`src/rtl/spi_frame_monitor.sv`:
```
// rtl/spi_frame_monitor.sv - passive SPI frame monitor with frame capture, counting and sticky protocol errors
module spi_frame_monitor #(
    parameter int DATA_W = 10,
    parameter int NUM_SS = 1,
    parameter int CNT_W  = 16,
    localparam int CH_W  = (NUM_SS > 1) ? $clog2(NUM_SS) : 1
) (
    input  logic              clk,
    input  logic              rst_n,
    input  logic [NUM_SS-1:0] SS_n,
    input  logic              MOSI,
    input  logic              MISO,
    input  logic              err_clr,
    output logic              frame_valid,
    output logic [DATA_W-1:0] frame_data,
    output logic [CH_W-1:0]   frame_ch,
    output logic [CNT_W-1:0]  frame_cnt,
    output logic              err_short,
    output logic              err_long,
    output logic              err_multi_ss,
    output logic              err_miso_idle
);

    localparam int BW = $clog2(DATA_W + 1);

    typedef enum logic [1:0] {IDLE, SHIFT, HOLD} state_t;

    state_t            state;
    logic [BW-1:0]     bit_cnt;
    logic [DATA_W-1:0] shift_reg;
    logic [CH_W-1:0]   ch_q;
    logic              prev_idle;

    logic [3:0]        n_low;
    logic [CH_W-1:0]   sel_idx;
    logic              is_idle;
    logic              is_sel;
    logic              is_multi;
    logic              ch_change;

    // Classify the slave-select bus: how many channels are low and which one
    always_comb begin
        n_low   = '0;
        sel_idx = '0;
        for (int i = 0; i < NUM_SS; i++) begin
            if (!SS_n[i]) begin
                n_low   = n_low + 4'd1;
                sel_idx = CH_W'(i);
            end
        end
    end

    assign is_idle   = (n_low == 4'd0);
    assign is_sel    = (n_low == 4'd1);
    assign is_multi  = (n_low > 4'd1);
    // Another channel taking over mid-frame is as bad as two selects at once
    assign ch_change = is_sel && (sel_idx != ch_q);

    // Frame FSM, capture registers and sticky error flags.
    // err_clr is applied first so that a same-edge set (later NBA) wins.
    // In HOLD, bit_cnt == DATA_W marks a frame not yet published; it is
    // zeroed once frame_valid fires, so later selected edges mean err_long.
    always_ff @(posedge clk or negedge rst_n) begin
        if (!rst_n) begin
            state         <= IDLE;
            bit_cnt       <= '0;
            shift_reg     <= '0;
            ch_q          <= '0;
            prev_idle     <= 1'b0;
            frame_valid   <= 1'b0;
            frame_data    <= '0;
            frame_ch      <= '0;
            frame_cnt     <= '0;
            err_short     <= 1'b0;
            err_long      <= 1'b0;
            err_multi_ss  <= 1'b0;
            err_miso_idle <= 1'b0;
        end else begin
            frame_valid <= 1'b0;
            prev_idle   <= is_idle;

            if (err_clr) begin
                err_short     <= 1'b0;
                err_long      <= 1'b0;
                err_multi_ss  <= 1'b0;
                err_miso_idle <= 1'b0;
            end

            if (prev_idle && is_idle && MISO) begin
                err_miso_idle <= 1'b1;
            end

            case (state)
                IDLE: begin
                    if (is_multi) begin
                        err_multi_ss <= 1'b1;
                    end else if (is_sel) begin
                        ch_q      <= sel_idx;
                        shift_reg <= {{(DATA_W-1){1'b0}}, MOSI};
                        bit_cnt   <= BW'(1);
                        state     <= SHIFT;
                    end
                end
                SHIFT: begin
                    if (is_multi || ch_change) begin
                        err_multi_ss <= 1'b1;
                        bit_cnt      <= '0;
                        shift_reg    <= '0;
                        state        <= IDLE;
                    end else if (is_idle) begin
                        err_short <= 1'b1;
                        bit_cnt   <= '0;
                        shift_reg <= '0;
                        state     <= IDLE;
                    end else begin
                        shift_reg <= {shift_reg[DATA_W-2:0], MOSI};
                        bit_cnt   <= bit_cnt + BW'(1);
                        if (bit_cnt == BW'(DATA_W - 1)) begin
                            state <= HOLD;
                        end
                    end
                end
                HOLD: begin
                    if (is_multi || ch_change) begin
                        err_multi_ss <= 1'b1;
                        bit_cnt      <= '0;
                        state        <= IDLE;
                    end else begin
                        if (bit_cnt == BW'(DATA_W)) begin
                            frame_valid <= 1'b1;
                            frame_data  <= shift_reg;
                            frame_ch    <= ch_q;
                            if (frame_cnt != {CNT_W{1'b1}}) begin
                                frame_cnt <= frame_cnt + CNT_W'(1);
                            end
                            bit_cnt <= '0;
                        end else if (is_sel) begin
                            err_long <= 1'b1;
                        end
                        if (is_idle) begin
                            state <= IDLE;
                        end
                    end
                end
                default: begin
                    state   <= IDLE;
                    bit_cnt <= '0;
                end
            endcase
        end
    end

endmodule

```
`config.mk`:
```
export PLATFORM = sky130hd
export DESIGN_NAME = spi_frame_monitor
export DESIGN_NICKNAME = d
export VERILOG_FILES = /design/src/rtl/spi_frame_monitor.sv
export SDC_FILE = /design/constraint.sdc
export NUM_CORES = 1
export LEC_CHECK = 0
export CAP_MARGIN = 0
export CORE_UTILIZATION = 45
export CTS_CLUSTER_SIZE = 28
export DETAILED_ROUTE_END_ITERATION = 10
export GPL_TIMING_DRIVEN = 1
export PLACE_DENSITY = 0.7
export SLEW_MARGIN = 5
export SYNTH_ARGS = -nofsm -noshare
export SYNTH_HDL_FRONTEND = slang
export SYNTH_SLANG_ARGS = --single-unit
```
`constraint.sdc`:
```
create_clock -name clk -period 2.3 [get_ports clk]
set_input_delay 0.46 -clock clk [delete_from_list [all_inputs] [get_ports clk]]
set_output_delay 0.46 -clock clk [all_outputs]
set_load 0.005 [all_outputs]
```
; After elaboration in Yosys (flattened, before gate mapping)
; Index checks and enable logic that the tools add are counted.
[word_totals]
reg_bits = 48
input_bits = 6
word_cells = 76
out_inout_bits = 32
[op_classes]
eq_ne = 11
bitwise_logic = 1
n_addsub = 2
mux = 38
order_cmp = 1
reduce_logical = 12
[ops]
columns = operator, count
row1 = two-way mux 10 bit, 4
row2 = two-way mux 4 bit, 6
row3 = case mux 10 bit (2 select lines), 1
row4 = two-way mux 1 bit, 18
row5 = "adder 16 x 1 -> 16 bit, second input constant", 1
row6 = "!= test 16 bit, second input constant", 1
row7 = two-way mux 2 bit, 7
row8 = case mux 4 bit (3 select lines), 1
row9 = AND reduction 3 bit, 3
row10 = "equality test 4 bit, second input constant", 2
row11 = AND reduction 4 bit, 2
row12 = "!= test 3 bit, second input constant", 2
row13 = case mux 2 bit (3 select lines), 1
row14 = "adder 4 x 1 -> 4 bit, second input constant", 1
row15 = "equality test 4 x 1 -> 1 bit, second input constant", 1
row16 = "greater-than comparator 4 x 1 -> 1 bit, second input constant", 1
row17 = logical NOT 4 bit, 1
row18 = "!= test 2 bit, second input constant", 2
row19 = "!= test 4 bit, second input constant", 1
row20 = nonzero test 2 bit, 2
row21 = OR reduction 3 bit, 1
row22 = "equality test 2 x 1 -> 1 bit, second input constant", 1
row23 = "equality test 2 bit, second input constant", 1
row24 = logical AND 1 bit, 2
row25 = other kinds (2), 2

; Longest topological paths before layout
; Gate-level depths: netlist of run 1.
[logic_depth]
ltp_word = 6
ltp_mapped = 9
mapped_depth_nobuf = 7

; Worst setup path after synthesis of run 1
; Ideal clock, no wire load.
[synth_timing]
kind = reg-to-reg
startpoint = register bit_cnt[0]
endpoint = register frame_cnt[14]
stages_incl_launch_ff = 8
path_buffers = 1
t_arrival_ps = 1675
setup_ps = 125
period_less_slack_ps = 1800
setup_slack_ps = 500
t_required_ps = 2175
path_cell_list = dfrtp_1 -> inv_1 -> ha_1 -> and3b_1 -> buf_4 -> nand4_2 -> nor4_2 -> mux2_2
[synth_between]
elab_chain_len = 2
[synth_lines]
columns = element, line_no
row1 = "start, declared", 29  ; logic [BW-1:0] bit_cnt;
row2 = "start signal, assigned", 117  ; bit_cnt <= bit_cnt + BW'(1);
row3 = equality test 4 bit, 129  ; if (bit_cnt == BW'(DATA_W)) begin
row4 = AND reduction 4 bit (no source line), --
row5 = "end signal, assigned", 134  ; frame_cnt <= frame_cnt + CNT_W'(1);
row6 = "end, declared", 17  ; output logic [CNT_W-1:0] frame_cnt,
; Every way passes these cells.
; A chain may end at the register's enable or synchronous reset.

; Final worst setup path of run 1
; Ends and elaborated chain as after synthesis.

==> reports/results.ini, run 1 <==
[logic_synthesis]
synth_async_sr_flop_share_pct=100
yosysSeqAreaShare_pct=55.0
synth_nets=190
ys_seq_elements=48
netlist_top_cells_area=dfrtp_1, mux2_2, a22o_1
yosys_warnings=0
post-synth-top-count-cell=dfrtp_1
synth.top_cell.area_share_pct=55.0
syn_avg_cell_area_um2=12.1
synthCells=180
ys.flop_type=dfrtp_1
netlist_area_um2=2190
synth_edf_count=0
synthDistinctLibCells=44
synth.largest_area_cell=dfrtp_1
ys_top_cells_by_count=dfrtp_1, mux2_2, a22o_1

[worst_setup_path]
slowest_delay_ns=0.43
slowest_stage=dfrtp_1
r2r_slack_ns=0.21
r2r_end=frame_cnt[14]
cp-start-kind=register
cp.arrival_ns=2.29
cp_max_fo=8
cp_cell_sequence=inv_1 > ha_1 > and3b_1 > nand4_2 > nor4_2 > mux2_2
timing.rr.start=bit_cnt[0]
cp-end-kind=register
required_ns=2.49
reg2reg_depth=6
worst-setup-path-type=register to register

[timing]
slew_headroom_pct=54.4
min_period_ns=2.09
finalClockSkew_ns=0.00636
setup_viol=0
timing.fmax_mhz=478
worstMarginPinSlew_ns=0.679
tns_ns=0
hold_viol_final=0
rsz0062_at_grt=no
fin_crit_sh_pct=91.0
maxSlewViolCount=0

[die]
die-height_um=71.7
die-area_um2=5140
io_pins=38
core_um2=4500
die_w_um=71.7
start_util_pct=48.5
rows=24

[pwr]
clock_power_share_pct=42.5
vdd_ir_drop_max_mv=0.650
p_sw_share_pct=20.4
switching_power_mw=0.338
combPwrFrac_pct=4.9
p_seq_share_pct=52.6
pwr_density_cell_nw_per_um2=610
p_leak_nw=1.29
p_int_mw=1.32

[finish]
largest_reg_flops=16
stdcell_area_um2=2720
n_antenna_cell=0
post-route-util_pct=60.3
drive_above_1_share_pct=16.1
nets=228
fillers=372
syn_to_final_growth_pct=24.2

[min_path]
hold_class=primary input to asynchronous set/reset pin

[grt]
grt_pass1_wl_mm=7.20
grt_max_degree=20
antenna_found_initial=0
grt.overflow.total=0
grt_usage_pct=18.2
first_global_vias=1460

[routing]
routed_wl_mm=4.19
dr.pass1.iters=4
ant_nets=0
wl_per_cell_um=15.5
drc=0
vias_per_cell=5.65
vias=1526
drt_iter0_drc=87

[clocking]
tritoncts=yes
clock_latency_ns=0.30
hold_buffers=0
postCtsSetupBuffers=0
root_buffer=clkbuf_8
cts_resized=0
clock-sinks=48
clock_path_buffers=2
cts.clk_slew.worst_paths_ns=0.09
numCtsBuffers=5
htreeDepth=2

[placement]
dpl_cell_area_um2=2590
gp_congestion=0.824
numPortBuffers=36
dp_hpwl_mm=2.87

[status]
status=finished clean

[flow_run]
cap_violations=0

[worst max-delay path by stage]
stage | startpoint | to | slack (ns) | cells past startpoint
after floorplan | bit_cnt[0] | frame_cnt[14] | 0.50 | 7
after global placement | bit_cnt[0] | frame_cnt[14] | 0.36 | 6
after detailed placement | bit_cnt[0] | frame_cnt[14] | 0.24 | 6
after CTS | bit_cnt[0] | frame_cnt[14] | 0.21 | 6
after global routing | bit_cnt[0] | frame_cnt[14] | 0.09 | 6
final | bit_cnt[0] | frame_cnt[14] | 0.21 | 6
[critical path, delay by kind of cell (launching register included)]
family | cells | cell delay [ns]
AND/OR/NAND/NOR | 3 | 0.92
flip-flops | 1 | 0.43
multiplexers | 1 | 0.37
adder cells (fa/ha/maj) | 1 | 0.17
buffers and inverters | 1 | 0.10
[layout by cell type, fill, tap and decap left out, types with 2 or more instances in the layout]
cell	count
dfrtp_1	48
clkdlybuf4s50_1	35
mux2_2	13
a22o_1	10
inv_1	9
xor2_1	8
nand2_1	7
o21ai_0	7
nor2_1	7
nor3_1	6
nand3_1	6
nor2b_1	5
nand2b_1	5
clkbuf_8	5
ha_1	4
buf_4	4
o32ai_1	3
nand4_2	3
a21oi_1	2
a311oi_1	2
nor4_2	2
mux2i_1	2
nor4_1	2
bufinv_16	2
[routing by layer]
metal	vias up	global-route usage (%)	wire, um
li1	727	-	-
met1	751	24.5	1960
met2	39	28.1	1970
met3	9	3.94	182
met4	0	9.15	83
met5	-	0	0
[power by group through the flow]
stage               Clock [mW]  Combinational (mW)  Sequential, mW
floorplan                    0              0.0392           0.884
global placement             0              0.0762           0.887
detailed placement           0              0.0803           0.888
CTS                      0.714              0.0817           0.872
global route             0.751              0.0914           0.874
finish                   0.704              0.0804           0.872
[area by class of cell]
| class | count | area (um^2) | area share, % |
|---|---|---|---|
| repair buffers | 40 | 385 | 14.2 |
| clock buffers | 5 | 68.8 | 2.53 |
| clock inverters | 2 | 60.1 | 2.21 |
| multi-input cells | 114 | 901 | 33.2 |
| well taps | 52 | 65.1 | 2.40 |
| inverters | 9 | 33.8 | 1.24 |
| flip-flops and latches | 48 | 1200 | 44.2 |
[logic make-up (layout without fill, tap and decap cells)]
| kind of cell | Yosys count | count (layout) | share of synthesized area (%) |
|---|---|---|---|
| AND/OR/NAND/NOR | 55 | 55 | 17.1 |
| flip-flops | 48 | 48 | 55.0 |
| AO/OA/AOI/OAI | 30 | 30 | 10.5 |
| buffers and inverters | 18 | 56 | 3.83 |
| multiplexers | 15 | 15 | 7.61 |
| XOR/XNOR | 9 | 9 | 3.61 |
| adder cells (fa/ha/maj) | 4 | 4 | 2.29 |
| other | 1 | 1 | 0.172 |
[metrics by stage]
stage / total power [mW] / setup WS, ns / std cells / hold slack, ns
after floorplan: 0.923 / 0.500 / 180 / 0.164
after global placement: 0.963 / 0.361 / 263 / 0.416
after detailed placement: 0.968 / 0.237 / 263 / 0.410
after CTS: 1.67 / 0.208 / 270 / 0.0807
after global routing: 1.72 / 0.0948 / 270 / 0.0971
final: 1.66 / 0.206 / 270 / 0.0780
No activity file was read; power rests on OpenSTA's default activity.
==> run 2: changes to the inputs <==
Settings changed: CAP_MARGIN 0 to 30, CORE_ASPECT_RATIO set to 0.9.
==> reports/results.ini, run 2 (synthesis gave the netlist of run 1 again) <==
[grt]
grt_usage_pct=18.2
grt_max_degree=49
antenna_found_initial=0
first_global_vias=1463
grt_pass1_wl_mm=6.87
grt.overflow.total=0

[worst_setup_path]
worst-setup-path-type=register to register
cp-end-kind=register
cp_top_family=simple AND/OR/NAND/NOR gates
cp-start-kind=register
cp_cell_sequence=inv_1 > ha_1 > and3b_1 > nand4_2 > nor4_2 > mux2_2
path_buf_inv=1
slowest_delay_ns=0.44
cp_max_fo=8
cp.arrival_ns=2.27
required_ns=2.49
slowest_stage=dfrtp_1

[finish]
n_antenna_cell=0
post-route-util_pct=59.5
stdcell_area_um2=2710
largest_reg_flops=16
final_common_cell=dfrtp_1
drive_above_1_share_pct=16.1
nets=227
fillers=390
mostFrequentLayoutCells=dfrtp_1, clkdlybuf4s50_1, mux2_2, a22o_1, inv_1
syn_to_final_growth_pct=23.9

[status]
status=finished clean

[die]
die-area_um2=5140
die-height_um=68.1
rows=23
core_um2=4550
die_w_um=75.5
io_pins=38
start_util_pct=48.1

[routing]
dr.pass1.iters=4
vias=1502
wl_per_cell_um=14.7
routed_wl_mm=4.13
drt_iter0_drc=94
drc=0
ant_nets=0
vias_per_cell=5.36

[clocking]
cts_resized=0
clock_latency_ns=0.30
postCtsSetupBuffers=0
root_buffer=clkbuf_8
htreeDepth=2
cts.clk_slew.worst_paths_ns=0.09
clock-sinks=48
tritoncts=yes
numCtsBuffers=5
hold_buffers=0
clock_path_buffers=2

[pwr]
p_seq_share_pct=55.3
clock_power_share_pct=39.8
p_sw_share_pct=22.8
vdd_ir_drop_max_mv=0.403
switching_power_mw=0.359
combPwrFrac_pct=4.9
pwr_density_cell_nw_per_um2=582
p_int_mw=1.22
p_leak_nw=1.28

[placement]
dp_hpwl_mm=2.82
gp_congestion=0.776
numPortBuffers=36
dpl_cell_area_um2=2590

[timing]
timing.fmax_mhz=481
min_period_ns=2.08
rsz0062_at_grt=no
tns_ns=0
finalClockSkew_ns=0.00597
setup_viol=0
fin_crit_sh_pct=90.3
worstMarginPinSlew_ns=0.604
slew_headroom_pct=59.4
hold_viol_final=0
hold_ws_ns=0.230
maxSlewViolCount=0

[flow_run]
cap_violations=0

[min_path]
hold_class=primary input to asynchronous set/reset pin

-- run 2: changes by cell type in the layout (fill, tap and decap cells not counted) --
| cell | change |
|---|---|
| clkinv_4 | +2 |
| buf_4 | -1 |
| bufinv_16 | -1 |
-- run 2: cell type report --
class                      instances  area (um^2)  area share, %
clock buffer                       5         68.8           2.54
clock inverter                     3         47.5           1.76
inverter                           9         33.8           1.25
multi-input combinational        114          901           33.3
sequential                        48         1200           44.4
tap                               62         77.6           2.87
timing repair buffer              39          378           14.0
-- run 2: worst paths after layout --
check,startpoint,endpoint,slack [ns],cells past startpoint
max,bit_cnt[0],frame_cnt[14],0.22,6
min,rst_n,frame_cnt[5],0.23,2
max reg2reg,bit_cnt[0],frame_cnt[14],0.22,6
min reg2reg,prev_idle,err_miso_idle,0.50,2
max in group asynchronous,rst_n,shift_reg[0],1.65,2
min in group clk,prev_idle,err_miso_idle,0.50,2
-- run 2: metrics by stage --
stage                     cells  setup slack [ns]  total power [mW]
after global placement      272             0.366             0.962
after global routing        280            0.0921              1.64
after floorplan             180             0.500             0.923
after CTS                   280             0.236              1.60
final                       280             0.222              1.58
after detailed placement    272             0.245             0.967
-- run 2: per-layer routing --
metal  GRT usage [%]  part of all wire (%)  up-vias
met4            5.79                  0.41        0
met3            4.57                   3.9        2
met5               0                     0        -
met1            23.5                    46      747
li1                -                     -      720
met2            30.1                    50       33
-- run 2: power groups by stage --
stage                     combinational [mW]  clock [mW]  sequential [mW]
final                                 0.0770       0.628            0.872
after global routing                  0.0874       0.678            0.875
after CTS                             0.0790       0.648            0.872
after detailed placement              0.0784           0            0.889
after global placement                0.0757           0            0.887
after floorplan                       0.0392           0            0.884
-- run 2: worst reg2reg max path, stage by stage, from the launching register on --
cell and delay [ns]:
dfrtp_1 0.44, inv_1 0.10, ha_1 0.15, and3b_1 0.34
nand4_2 0.28, nor4_2 0.30, mux2_2 0.36
==> run 3: changes to the inputs <==
Settings changed: CELL_PAD_IN_SITES_DETAIL_PLACEMENT set to 1, CELL_PAD_IN_SITES_GLOBAL_PLACEMENT set to 2, CORE_UTILIZATION 45 to 35, PLACE_DENSITY 0.7 to unset, PLACE_DENSITY_LB_ADDON set to 0.1.
==> reports/results.ini, run 3 (synthesis gave the netlist of run 1 again) <==
[clocking]
cts.clk_slew.worst_paths_ns=0.09
postCtsSetupBuffers=0
htreeDepth=2
tritoncts=yes
clock_latency_ns=0.29
clock-sinks=48
hold_buffers=0
clock_path_buffers=2
root_buffer=clkbuf_8
numCtsBuffers=5
cts_resized=0

[worst_setup_path]
cp-start-kind=register
cp_top_family=simple AND/OR/NAND/NOR gates
cp_max_fo=8
worst-setup-path-type=register to register
cp.arrival_ns=2.24
required_ns=2.49
path_buf_inv=1
slowest_delay_ns=0.43
cp_cell_sequence=inv_1 > ha_1 > and3b_1 > nand4_2 > nor4_2 > mux2_2
slowest_stage=dfrtp_1
cp-end-kind=register

[timing]
min_period_ns=2.05
worstMarginPinSlew_ns=0.736
maxSlewViolCount=0
setup_viol=0
hold_viol_final=0
hold_ws_ns=0.143
timing.fmax_mhz=487
slew_headroom_pct=50.6
rsz0062_at_grt=no
tns_ns=0
layout_setup_ws_ns=0.247
finalClockSkew_ns=0.00333
fin_crit_sh_pct=89.3

[finish]
multi_input_area_um2=901
stdcell_area_um2=2740
regArea_um2=1200
final_common_cell=dfrtp_1
post-route-util_pct=46.8
largest_reg_flops=16
syn_to_final_growth_pct=25.3
nets=231
layoutNonFillerInstCount=292
mostFrequentLayoutCells=dfrtp_1, clkdlybuf4s50_1, mux2_2, a22o_1, inv_1
fillers=633
n_antenna_cell=0
drive_above_1_share_pct=17.1

[pwr]
pwr_density_cell_nw_per_um2=565
p_leak_nw=1.29
p_total_mw=1.55
vdd_ir_drop_max_mv=0.304

[die]
start_util_pct=37.3
io_pins=38
rows=26
die_w_um=85.3
core_um2=5860
die-area_um2=6570
die-height_um=77.0

[grt]
antenna_found_initial=0
grt_max_degree=25
first_global_vias=1674
grt_usage_pct=15.9
grt_pass1_wl_mm=8.18
grt.overflow.total=0

[placement]
dpl_cell_area_um2=2630
dp_hpwl_mm=3.44
place_inst=284
gp_congestion=0.773
numPortBuffers=36
dp_slack_ns=0.230

[routing]
ant_nets=0
routed_wl_mm=4.73
vias=1563
vias_per_cell=5.35
drt_iter0_drc=44
wl_per_cell_um=16.2
drc=0
dr.pass1.iters=4

[min_path]
hold_class=primary input to asynchronous set/reset pin

[status]
status=finished clean

[flow_run]
cap_violations=0

run 3: cell count changes in the layout (fill, tap and decap cells not counted), sizes merged:
cell and change:
buf +4, clkbuf +1, clkinv -1
run 3: final timing paths:
| path | from | end | slack (ns) | depth (start not counted) |
|---|---|---|---|---|
| max | bit_cnt[0] | frame_cnt[14] | 0.25 | 6 |
| min | rst_n | err_multi_ss | 0.14 | 1 |
| max reg2reg | bit_cnt[0] | frame_cnt[14] | 0.25 | 6 |
| min reg2reg | prev_idle | err_miso_idle | 0.50 | 2 |
| max in group asynchronous | rst_n | frame_valid | 1.56 | 2 |
| min in group clk | prev_idle | err_miso_idle | 0.50 | 2 |
run 3: cell type report:
class | instances | area share (%)
flip-flops and latches | 48 | 43.9
multi-input cells | 114 | 32.9
repair buffers | 43 | 14.9
well taps | 70 | 3.20
clock buffers | 6 | 2.65
clock inverters | 2 | 1.28
inverters | 9 | 1.23
run 3: routing by layer:
metal | vias up | share of wire [%] | track usage [%]
met5 | - | 0 | 0
met4 | 0 | 1.3 | 6.67
met3 | 5 | 2.7 | 2.91
met2 | 27 | 50 | 26.6
met1 | 807 | 46 | 20.3
li1 | 724 | - | -
run 3: where the power goes:
group / total, mW / internal (mW) / switching (mW)
Sequential: 0.869 / 0.857 / 0.0123
Combinational: 0.0850 / 0.0359 / 0.0491
Clock: 0.594 / 0.323 / 0.271
